### config.mk
export PLATFORM = sky130hd
export DESIGN_NAME = hash_serializer_flat
export DESIGN_NICKNAME = d
export VERILOG_FILES = /design/src/rtl/hash_serializer_if.sv /design/src/rtl/hash_serializer.sv /design/src/flat_wrapper.sv
export SDC_FILE = /design/constraint.sdc
export NUM_CORES = 1
export LEC_CHECK = 0
export ABC_AREA = 1
export CAP_MARGIN = 0
export CELL_PAD_IN_SITES_DETAIL_PLACEMENT = 1
export CELL_PAD_IN_SITES_GLOBAL_PLACEMENT = 1
export CORE_ASPECT_RATIO = 0.6
export CORE_UTILIZATION = 35
export DETAILED_ROUTE_END_ITERATION = 8
export DONT_BUFFER_PORTS = 1
export PLACE_DENSITY_LB_ADDON = 0.1
export SETUP_SLACK_MARGIN = 0.05
export SYNTH_ARGS = -nofsm -noshare
export SYNTH_HDL_FRONTEND = slang
export SYNTH_SLANG_ARGS = --single-unit
### constraint.sdc
create_clock -name clock -period 2.5 [get_ports clock]
set_clock_uncertainty 0.2 [all_clocks]
set_input_delay 0.375 -clock clock [delete_from_list [all_inputs] [get_ports clock]]
set_output_delay 0.375 -clock clock [all_outputs]
set_load 0.03 [all_outputs]
### src/rtl/hash_serializer_if.sv
// hash_serializer_if: hash start handshake and word-write port of the hash serializer
interface hash_serializer_if #(
    parameter int HASH_LENGTH = 8
);
    localparam int AW = $clog2(HASH_LENGTH);
    logic                      hash_vector_valid;
    logic [32*HASH_LENGTH-1:0] hash_vector;
    logic                      hash_ready;
    logic                      write_stall;
    logic                      hash_write;
    logic [AW-1:0]             hash_address;
    logic [31:0]               hash_data;
    logic                      hash_write_complete;
    modport master (
        input  hash_vector_valid, hash_vector, write_stall,
        output hash_ready, hash_write, hash_address, hash_data, hash_write_complete
    );
    modport slave (
        output hash_vector_valid, hash_vector, write_stall,
        input  hash_ready, hash_write, hash_address, hash_data, hash_write_complete
    );
endinterface

### src/rtl/hash_serializer.sv
// hash_serializer: writes a captured hash vector out as HASH_LENGTH 32-bit words, one per unstalled cycle
module hash_serializer #(
    parameter int HASH_LENGTH = 8
) (
    input  logic              clock,
    input  logic              reset,
    input  logic              enable,
    hash_serializer_if.master bus
);
    localparam int AW = $clog2(HASH_LENGTH);
    localparam logic [AW-1:0] LAST = AW'(HASH_LENGTH - 1);
    typedef enum logic [1:0] {IDLE, WRITE, DONE} state_t;
    state_t                    state, state_n;
    logic [AW-1:0]             count, count_n, address_n;
    logic [32*HASH_LENGTH-1:0] shadow, shadow_n;
    logic [31:0]               data_n;
    logic                      ready_n, write_n, complete_n;
    always_ff @(posedge clock or negedge reset) begin
        if (!reset) begin
            state                   <= IDLE;
            count                   <= '0;
            shadow                  <= '0;
            bus.hash_ready          <= 1'b1;
            bus.hash_write          <= 1'b0;
            bus.hash_address        <= '0;
            bus.hash_data           <= '0;
            bus.hash_write_complete <= 1'b0;
        end else begin
            state                   <= state_n;
            count                   <= count_n;
            shadow                  <= shadow_n;
            bus.hash_ready          <= ready_n;
            bus.hash_write          <= write_n;
            bus.hash_address        <= address_n;
            bus.hash_data           <= data_n;
            bus.hash_write_complete <= complete_n;
        end
    end
    // Address/data only move when a word is issued; abort leaves them holding.
    always_comb begin
        state_n    = state;
        count_n    = count;
        shadow_n   = shadow;
        address_n  = bus.hash_address;
        data_n     = bus.hash_data;
        ready_n    = 1'b0;
        write_n    = 1'b0;
        complete_n = 1'b0;
        if (!enable) begin
            state_n = IDLE;
            count_n = '0;
            ready_n = 1'b1;
        end else begin
            case (state)
                IDLE: begin
                    ready_n = !bus.hash_vector_valid;
                    if (bus.hash_vector_valid) begin
                        shadow_n = bus.hash_vector;
                        count_n  = '0;
                        state_n  = WRITE;
                    end
                end
                WRITE: begin
                    if (!bus.write_stall) begin
                        write_n   = 1'b1;
                        address_n = count;
                        data_n    = shadow[32*count +: 32];
                        count_n   = (count == LAST) ? '0 : count + 1'b1;
                        state_n   = (count == LAST) ? DONE : WRITE;
                    end
                end
                DONE: begin
                    complete_n = 1'b1;
                    ready_n    = 1'b1;
                    state_n    = IDLE;
                end
                default: begin
                    state_n = IDLE;
                    ready_n = 1'b1;
                end
            endcase
        end
    end
endmodule

### src/flat_wrapper.sv
// flat-port wrapper written by rule: the top's interface ports become plain ports
module hash_serializer_flat 
#(
    parameter int HASH_LENGTH = 8
)
  (clock, reset, enable, bus_hash_vector_valid, bus_hash_vector, bus_write_stall, bus_hash_ready, bus_hash_write, bus_hash_address, bus_hash_data, bus_hash_write_complete);
  hash_serializer_if #(.HASH_LENGTH(HASH_LENGTH)) bus_i ();
  input  logic clock;
  input  logic reset;
  input  logic enable;
  input wire logic [$bits(bus_i.hash_vector_valid)-1:0] bus_hash_vector_valid;
  input wire logic [$bits(bus_i.hash_vector)-1:0] bus_hash_vector;
  input wire logic [$bits(bus_i.write_stall)-1:0] bus_write_stall;
  output wire logic [$bits(bus_i.hash_ready)-1:0] bus_hash_ready;
  output wire logic [$bits(bus_i.hash_write)-1:0] bus_hash_write;
  output wire logic [$bits(bus_i.hash_address)-1:0] bus_hash_address;
  output wire logic [$bits(bus_i.hash_data)-1:0] bus_hash_data;
  output wire logic [$bits(bus_i.hash_write_complete)-1:0] bus_hash_write_complete;
  assign bus_i.hash_vector_valid = bus_hash_vector_valid;
  assign bus_i.hash_vector = bus_hash_vector;
  assign bus_i.write_stall = bus_write_stall;
  assign bus_hash_ready = bus_i.hash_ready;
  assign bus_hash_write = bus_i.hash_write;
  assign bus_hash_address = bus_i.hash_address;
  assign bus_hash_data = bus_i.hash_data;
  assign bus_hash_write_complete = bus_i.hash_write_complete;
  hash_serializer #(.HASH_LENGTH(HASH_LENGTH)) u_core (.clock(clock), .reset(reset), .enable(enable), .bus(bus_i));
endmodule
### After elaboration in Yosys (flattened, before gate mapping)

Cells that the tools add are included.

| cells by class | value |
|---|---|
| add/sub/neg operators | 1 |
| equality and inequality tests | 6 |
| shift-type cells | 1 |
| mux-type cells | 17 |
| bitwise logic cells | 1 |
| reduce and logical (&&, ||, !) cells | 6 |

Operators by type and width:

| cell | number |
|---|---|
| $shiftx 256x9->32 | 1 |
| $mux 3 | 4 |
| $reduce_and 3->1 | 3 |
| $mux 2 | 4 |
| $mux 1 | 6 |
| $ne 3x3->1 const B | 2 |
| $pmux 3 s2 | 1 |
| $pmux 2 s2 | 1 |
| $add 3x1->3 const B | 1 |
| $eq 3x3->1 const B | 1 |
| $ne 3x1->1 const B | 1 |
| $eq 2x1->1 const B | 1 |
| $eq 2x2->1 const B | 1 |
| $logic_not 2->1 | 1 |
| $pmux 1 s2 | 1 |
| $reduce_and 2->1 | 1 |
| $logic_not 1->1 | 1 |
| $not 1->1 | 1 |

| word-level totals | value |
|---|---|
| flip-flop bits (word level) | 299 |
| bits of input ports | 261 |
| output and inout port bits | 38 |
| word-level logic and storage cells | 40 |

### Depth between registers and ports, before layout

Gate-level depths: netlist of run 1.

| logic depth | value |
|---|---|
| depth after elaboration | 5 |
| mapped depth | 9 |

### Worst setup path after synthesis of run 1

OpenSTA, ideal clock, no wires.

| timing path | value |
|---|---|
| kind | reg2reg |
| start point | reg u_core.count[0] |
| end point | reg u_core.bus.hash_data[25] |
| setup time | 0.124 ns |
| data arrival time | 1.272 ns |
| setup slack | 0.904 ns |
| cell stages (with the launch flop) | 10 |
| clock period less this slack | 1.596 ns |
| cell sequence | dfrtp_1 > buf_2 > inv_1 > buf_2 > clkbuf_1 > nand2_1 > nand3_1 > nand2_1 > nand2_1 > nand3_1 |

| between the ends | value |
|---|---|
| cells in the longest elaborated chain, start to end | 1 |

RTL lines:

| item | RTL line | text |
|---|---|---|
| start: declaration | hash_serializer.sv:14 | `logic [AW-1:0] count, count_n, address_n;` |
| start signal: assignment | hash_serializer.sv:30 | `count <= count_n;` |
| $shiftx 256x9->32 | hash_serializer.sv:67 | `data_n = shadow[32*count +: 32];` |
| end signal: assignment | hash_serializer.sv:35 | `bus.hash_data <= data_n;` |
| end: declaration | hash_serializer_if.sv:16 | `output hash_ready, hash_write, hash_address, hash_data, hash_write_complete` |

Every way passes these cells.
A chain may end at the register's enable or synchronous reset.

### Final worst setup path of run 1

| timing path | value |
|---|---|
| start point | reg u_core.count[0] |
| end point | reg u_core.state[1] |

| between the ends | value |
|---|---|
| cells in the longest elaborated chain, start to end | 5 |

RTL lines:

| item | RTL line | text |
|---|---|---|
| $eq 3x3->1 | hash_serializer.sv:69 | `state_n = (count == LAST) ? DONE : WRITE;` |
| $mux 2 | hash_serializer.sv:69 |  |
| $mux 2 | hash_serializer.sv:64 | `if (!bus.write_stall) begin` |
| $pmux 2 s2 | hash_serializer.sv:54 | `case (state)` |
| $mux 2 | hash_serializer.sv:49 | `if (!enable) begin` |
| end signal: assignment | hash_serializer.sv:29 | `state <= state_n;` |
| end: declaration | hash_serializer.sv:13 | `state_t state, state_n;` |

Every way passes these cells. The select of a mux whose other input is x is not followed.

==> impl_metrics.py, run 1 <==
metrics = {
    "synthesis": {
        "synth_nets": 2059,
        "synth_warnings": 0,
        "synth_top_area_share_pct": 54.2,
        "ys_ff_latch": 299,
        "synth.avg_cell_area_um2": 7.66,
        "syn_inst": 1796,
        "syn_area_um2": 13800,
        "synth.area.top_cells": "dfrtp_1, nand2_1, a21oi_1",
        "yosysTopAreaCell": "dfrtp_1",
        "ys_seq_area_share_pct": 54.4,
        "synth_cell_type_count": 17,
    },
    "routing": {
        "via_per_inst": 4.78,
        "met2_length_um": 22900,
        "wirelength_um": 45800,
        "dr.pass1.iters": 4,
        "top_layer_used": "met5",
        "route.met3.wl_um": 1970,
        "drc_errors": 0,
        "wl_per_cell_um": 18.0,
        "drt_iter0_markers": 622,
        "wl_met1_um": 19900,
        "postRouteAntennaNets": 0,
        "vias": 12200,
    },
    "run_status": {
        "violations": "negative hold slack",
        "status": "finished, violations left",
    },
    "cts": {
        "post_cts_buffers": 0,
        "ctsResizeCount": 0,
        "ctsLongestPathBuffers": 3,
        "insertion_delay_ns": 0.52,
        "cts.htree.levels": 2,
        "cts.clk_slew.worst_paths_ns": 0.06,
        "cts_made_buffers": 34,
        "cts-root-buf": "clkbuf_16",
        "clock_sinks": 299,
        "cts_tree": "done",
        "holdBufCountCts": 260,
    },
    "layout": {
        "fin_nets": 2271,
        "seqCellArea_um2": 7490,
        "stdcell_count": 2549,
        "syn_to_final_growth_pct": 31.3,
        "multi_input_comb_area_um2": 4810,
        "n_fill_cell": 4562,
        "drive_gt1_share_pct": 4.38,
    },
    "floorplanning": {
        "dieArea_um2": 40100,
        "fp.coreArea_um2": 38200,
        "die_y_um": 156,
        "start_util_pct": 36.0,
        "row_count": 55,
        "io_pins": 299,
        "die_w_um": 258,
    },
    "power_and_ir_drop": {
        "power_leakage_nw": 9.08,
        "power_density_nw_per_um2": 766,
        "finalPower_mw": 13.8,
        "peakVddDrop_mv": 0.482,
    },
    "placed_design": {
        "dpl.cell_count": 2225,
        "port_buffers": 0,
        "dpl.hpwl_um": 28500,
        "place.gp.congestion": 0.785,
    },
    "timing": {
        "rsz0062_at_grt": "false",
        "slew_violations": 0,
        "slew_headroom_pct": 56.8,
        "fin_crit_ns": 2.15,
        "hold_viol_final": 299,
        "final-setup-viol-count": 0,
        "tns_ns": 0,
        "min_period_over_period_pct": 85.9,
        "fmax_mhz": 466,
        "tightest_slew_ns": 0.649,
        "hold_ws_ns": -0.648,
    },
    "setup_path": {
        "ff2ff_path_depth": 6,
        "crit_start": "u_core.count[0]",
        "start_kind": "flip-flop",
        "path_max_fanout": 17,
        "worstSetupPathType": "reg2reg",
        "r2r-end": "u_core.state[1]",
        "reg2reg_from": "u_core.count[0]",
        "rrSetupSlack_ns": 0.35,
        "critical_path_arrival_ns": 2.34,
        "crit_end": "u_core.state[1]",
        "cp.required_ns": 2.70,
        "endpoint_kind": "flip-flop",
    },
    "global_route": {
        "grt_max_degree": 300,
        "antenna_found_initial": 5,
        "gr-total-overflow": 0,
        "track_usage_pct": 23.2,
        "grt_pass1_wl_um": 73300,
        "grt_pass1_vias": 13400,
    },
    "flow_run": {
        "drv_cap": 0,
    },
    "hold_path": {
        "hold_path_class": "in2async",
    },
}
[cell type report]
| cell class | instances | share of cell area, % |
|---|---|---|
| Tap cell | 513 | 3.55 |
| Sequential cell | 299 | 41.5 |
| Timing Repair Buffer | 285 | 16.4 |
| Clock buffer | 52 | 5.88 |
| Antenna cell | 4 | 0.0554 |
| Multi-Input combinational cell | 1124 | 26.6 |
| Inverter | 264 | 5.51 |
| Clock inverter | 8 | 0.499 |
[layer usage]
metal,vias up,global-route usage [%]
li1,5916,-
met1,6006,29.1
met5,-,0
met4,2,5.97
met3,70,4.74
met2,199,40.8
[critical path, cell delays in order, from the launching register on]
cell and delay [ns]:
dfrtp_4 0.51, buf_4 0.21, ha_1 0.22, ha_1 0.20, nand2_1 0.10, nor4_1 0.05
dlygate4sd3_1 0.56
[metrics by stage]
step | hold WS [ns] | cell area (µm²) | setup slack [ns] | utilization (%)
after CTS | -0.675 | 18100 | 0.344 | 47.3
after global placement | -0.113 | 14300 | 0.631 | 37.4
after detailed placement | -0.113 | 14300 | 0.597 | 37.4
final | -0.648 | 18100 | 0.353 | 47.3
after global routing | -0.677 | 18100 | 0.297 | 47.3
after floorplan | -0.121 | 13800 | 0.904 | -
[power by group]
part	switching (mW)	total, mW	internal (mW)
Combinational	1.34	2.29	0.957
Sequential	0.652	6.30	5.65
Clock	2.10	5.23	3.13
Total	4.09	13.8	9.74
[worst min-delay path by stage]
stage          startpoint                         end  slack, ns
6_report            reset           u_core.shadow[86]      -0.65
4_1_cts             reset           u_core.shadow[86]      -0.67
2_1_floorplan       reset  u_core.bus.hash_address[0]      -0.12
3_3_place_gp        reset           u_core.shadow[86]      -0.11
3_5_place_dp        reset           u_core.shadow[86]      -0.11
5_1_grt             reset           u_core.shadow[86]      -0.68
[cells in the final DEF, fill, tap and decap left out]
cell	n
clkbuf_1	7
diode_2	4
inv_2	1
dfstp_2	1
bufinv_16	2
nor4_1	1
inv_1	261
nor2_4	2
dlygate4sd3_1	260
buf_4	11
o21ai_0	3
a21oi_1	256
nand2_2	1
clkinv_2	7
ha_1	2
dfrtp_4	2
nor3_1	2
nand2_1	427
nand3_4	1
clkbuf_16	37
nand3_1	165
nor2_2	1
buf_12	14
clkbuf_8	8
dfrtp_1	296
inv_4	1
nor2_1	263
[flip-flops by register name, summed over array words and instances, names as in the netlist]
| signal | cells |
|---|---|
| u_core.bus.hash_write_complete | 1 |
| u_core.shadow | 256 |
| u_core.bus.hash_data | 32 |
| u_core.bus.hash_address | 3 |
| u_core.bus.hash_ready | 1 |
| u_core.count | 3 |
| u_core.bus.hash_write | 1 |
| u_core.state | 2 |
[synth_stat cells, drive strengths merged]
| library cell | n |
|---|---|
| dfrtp | 298 |
| o21ai | 3 |
| nor2 | 266 |
| nand3 | 166 |
| inv | 264 |
| nand2 | 428 |
| buf | 81 |
| a21oi | 256 |
| dfstp | 1 |
| ha | 2 |
| nor3 | 2 |
| clkbuf | 28 |
| nor4 | 1 |
[logic make-up (layout without fill, tap and decap cells)]
logic type / count (synthesis) / count (layout) / synth area share, %
simple gates: 863 / 863 / 25.2
buf+inv: 373 / 609 / 10.8
flops: 299 / 299 / 54.4
compound gates: 259 / 259 / 9.42
fa+ha+maj: 2 / 2 / 0.182
other cells: 0 / 4 / 0
Note: power is estimated with default switching activity, not from simulation.
==> inputs of run 2 (changes only) <==
HOLD_SLACK_MARGIN = 0.05   (was default)
==> impl_metrics.py, run 2 (synthesis gave the netlist of run 1 again) <==
metrics = {
    "setup_path": {
        "cp.required_ns": 2.69,
        "slowest_stage": "dlygate4sd3_1",
        "crit_path_frequent_cell": "ha_1",
        "ff2ff_path_depth": 6,
        "path_max_fanout": 17,
        "critical_path_arrival_ns": 2.35,
        "path_cells": "buf_4 -> ha_1 -> ha_1 -> nand2_1 -> nor4_1 -> dlygate4sd3_1",
        "start_kind": "flip-flop",
        "rrSetupSlack_ns": 0.35,
        "worstSetupPathType": "reg2reg",
        "endpoint_kind": "flip-flop",
        "cpPeakStageDelay_ns": 0.56,
        "cp_num_buf_inv": 2,
        "worstSetupPathDepth": 6,
        "cpLargestDelayFamily": "buffers and inverters",
    },
    "routing": {
        "route.met3.wl_um": 2050,
        "wirelength_um": 45800,
        "dr.pass1.iters": 4,
        "vias": 12200,
        "wl_per_cell_um": 18.0,
        "top_layer_used": "met5",
        "wl_met1_um": 19800,
        "drc_errors": 0,
        "postRouteAntennaNets": 0,
        "via_per_inst": 4.78,
        "met2_length_um": 22900,
        "drt_iter0_markers": 665,
    },
    "power_and_ir_drop": {
        "power_density_nw_per_um2": 766,
        "peakVddDrop_mv": 0.482,
        "power_leakage_nw": 9.08,
        "finalPower_mw": 13.8,
    },
    "timing": {
        "final-setup-viol-count": 0,
        "slew_headroom_pct": 53.0,
        "hold_ws_ns": -0.647,
        "fmax_mhz": 465,
        "fin_crit_ns": 2.15,
        "hold_viol_final": 299,
        "rsz0062_at_grt": "false",
        "tightest_slew_ns": 0.706,
        "min_period_over_period_pct": 86.1,
        "slew_violations": 0,
        "tns_ns": 0,
    },
    "hold_path": {
        "hold_path_class": "in2async",
    },
    "cts": {
        "clock_sinks": 299,
        "cts.htree.levels": 2,
        "post_cts_buffers": 0,
        "ctsLongestPathBuffers": 3,
        "holdBufCountCts": 260,
        "cts_made_buffers": 34,
        "cts.clk_slew.worst_paths_ns": 0.06,
        "ctsResizeCount": 0,
        "cts_tree": "done",
        "cts-root-buf": "clkbuf_16",
        "insertion_delay_ns": 0.52,
    },
    "floorplanning": {
        "die_y_um": 156,
        "die_w_um": 258,
        "fp.coreArea_um2": 38200,
        "start_util_pct": 36.0,
        "io_pins": 299,
        "dieArea_um2": 40100,
        "row_count": 55,
    },
    "layout": {
        "largest_reg_flops": 256,
        "fin_nets": 2271,
        "largestRegisters": "u_core.shadow (256), u_core.bus.hash_data (32)",
        "syn_to_final_growth_pct": 31.3,
        "seqCellArea_um2": 7490,
        "n_fill_cell": 4562,
        "final_common_cell": "nand2_1",
        "top_register": "u_core.shadow",
        "final_cell_mix": "nand2_1, dfrtp_1, nor2_1, inv_1, dlygate4sd3_1",
        "multi_input_comb_area_um2": 4810,
        "drive_gt1_share_pct": 4.38,
        "utilization_pct": 47.3,
    },
    "run_status": {
        "violations": "negative hold slack",
        "status": "finished, violations left",
    },
    "global_route": {
        "grt_max_degree": 300,
        "grt_pass1_vias": 13400,
        "gr-total-overflow": 0,
        "grt_pass1_wl_um": 73200,
        "antenna_found_initial": 5,
        "track_usage_pct": 23.2,
    },
    "flow_run": {
        "drv_cap": 0,
    },
    "placed_design": {
        "dpl.hpwl_um": 28500,
        "port_buffers": 0,
        "place.gp.congestion": 0.785,
    },
}
[run 2: cell counts in the layout (fill, tap and decap cells not counted)]
No cell type changed its count.
[run 2: area by class of cell]
type,instances,area share (%)
Tap cell,513,3.55
Multi-Input combinational cell,1124,26.6
Sequential cell,299,41.5
Antenna cell,4,0.0554
Clock buffer,52,5.88
Clock inverter,8,0.499
Timing Repair Buffer,285,16.4
Inverter,264,5.51
[run 2: routing by layer]
| metal | GRT usage, % | vias up |
|---|---|---|
| met5 | 0 | - |
| met4 | 5.97 | 2 |
| met3 | 4.69 | 71 |
| met2 | 40.8 | 204 |
| met1 | 29.1 | 5993 |
| li1 | - | 5916 |
[run 2: path summary, 6_finish.rpt]
path | from | end
setup / recovery | u_core.count[0] | u_core.state[1]
max in group asynchronous | reset | u_core.shadow[207]
setup reg to reg | u_core.count[0] | u_core.state[1]
hold / removal | reset | u_core.shadow[86]
hold reg to reg | u_core.shadow[105] | u_core.shadow[105]
min in group clock | bus_hash_vector_valid | u_core.count[2]
[run 2: power breakdown]
part | total [mW] | internal (mW) | switching, mW
clock | 5.23 | 3.13 | 2.10
combinational | 2.30 | 0.957 | 1.34
sequential | 6.30 | 5.65 | 0.651
total | 13.8 | 9.74 | 4.09
[run 2: per-stage QoR]
stage	cells	hold WS [ns]	worst slack, ns	area [µm²]
floorplan	1796	-0.121	0.904	13800
global placement	2225	-0.113	0.631	14300
detailed placement	2225	-0.113	0.597	14300
CTS	2545	-0.675	0.342	18100
global route	2549	-0.677	0.292	18100
finish	2549	-0.647	0.348	18100
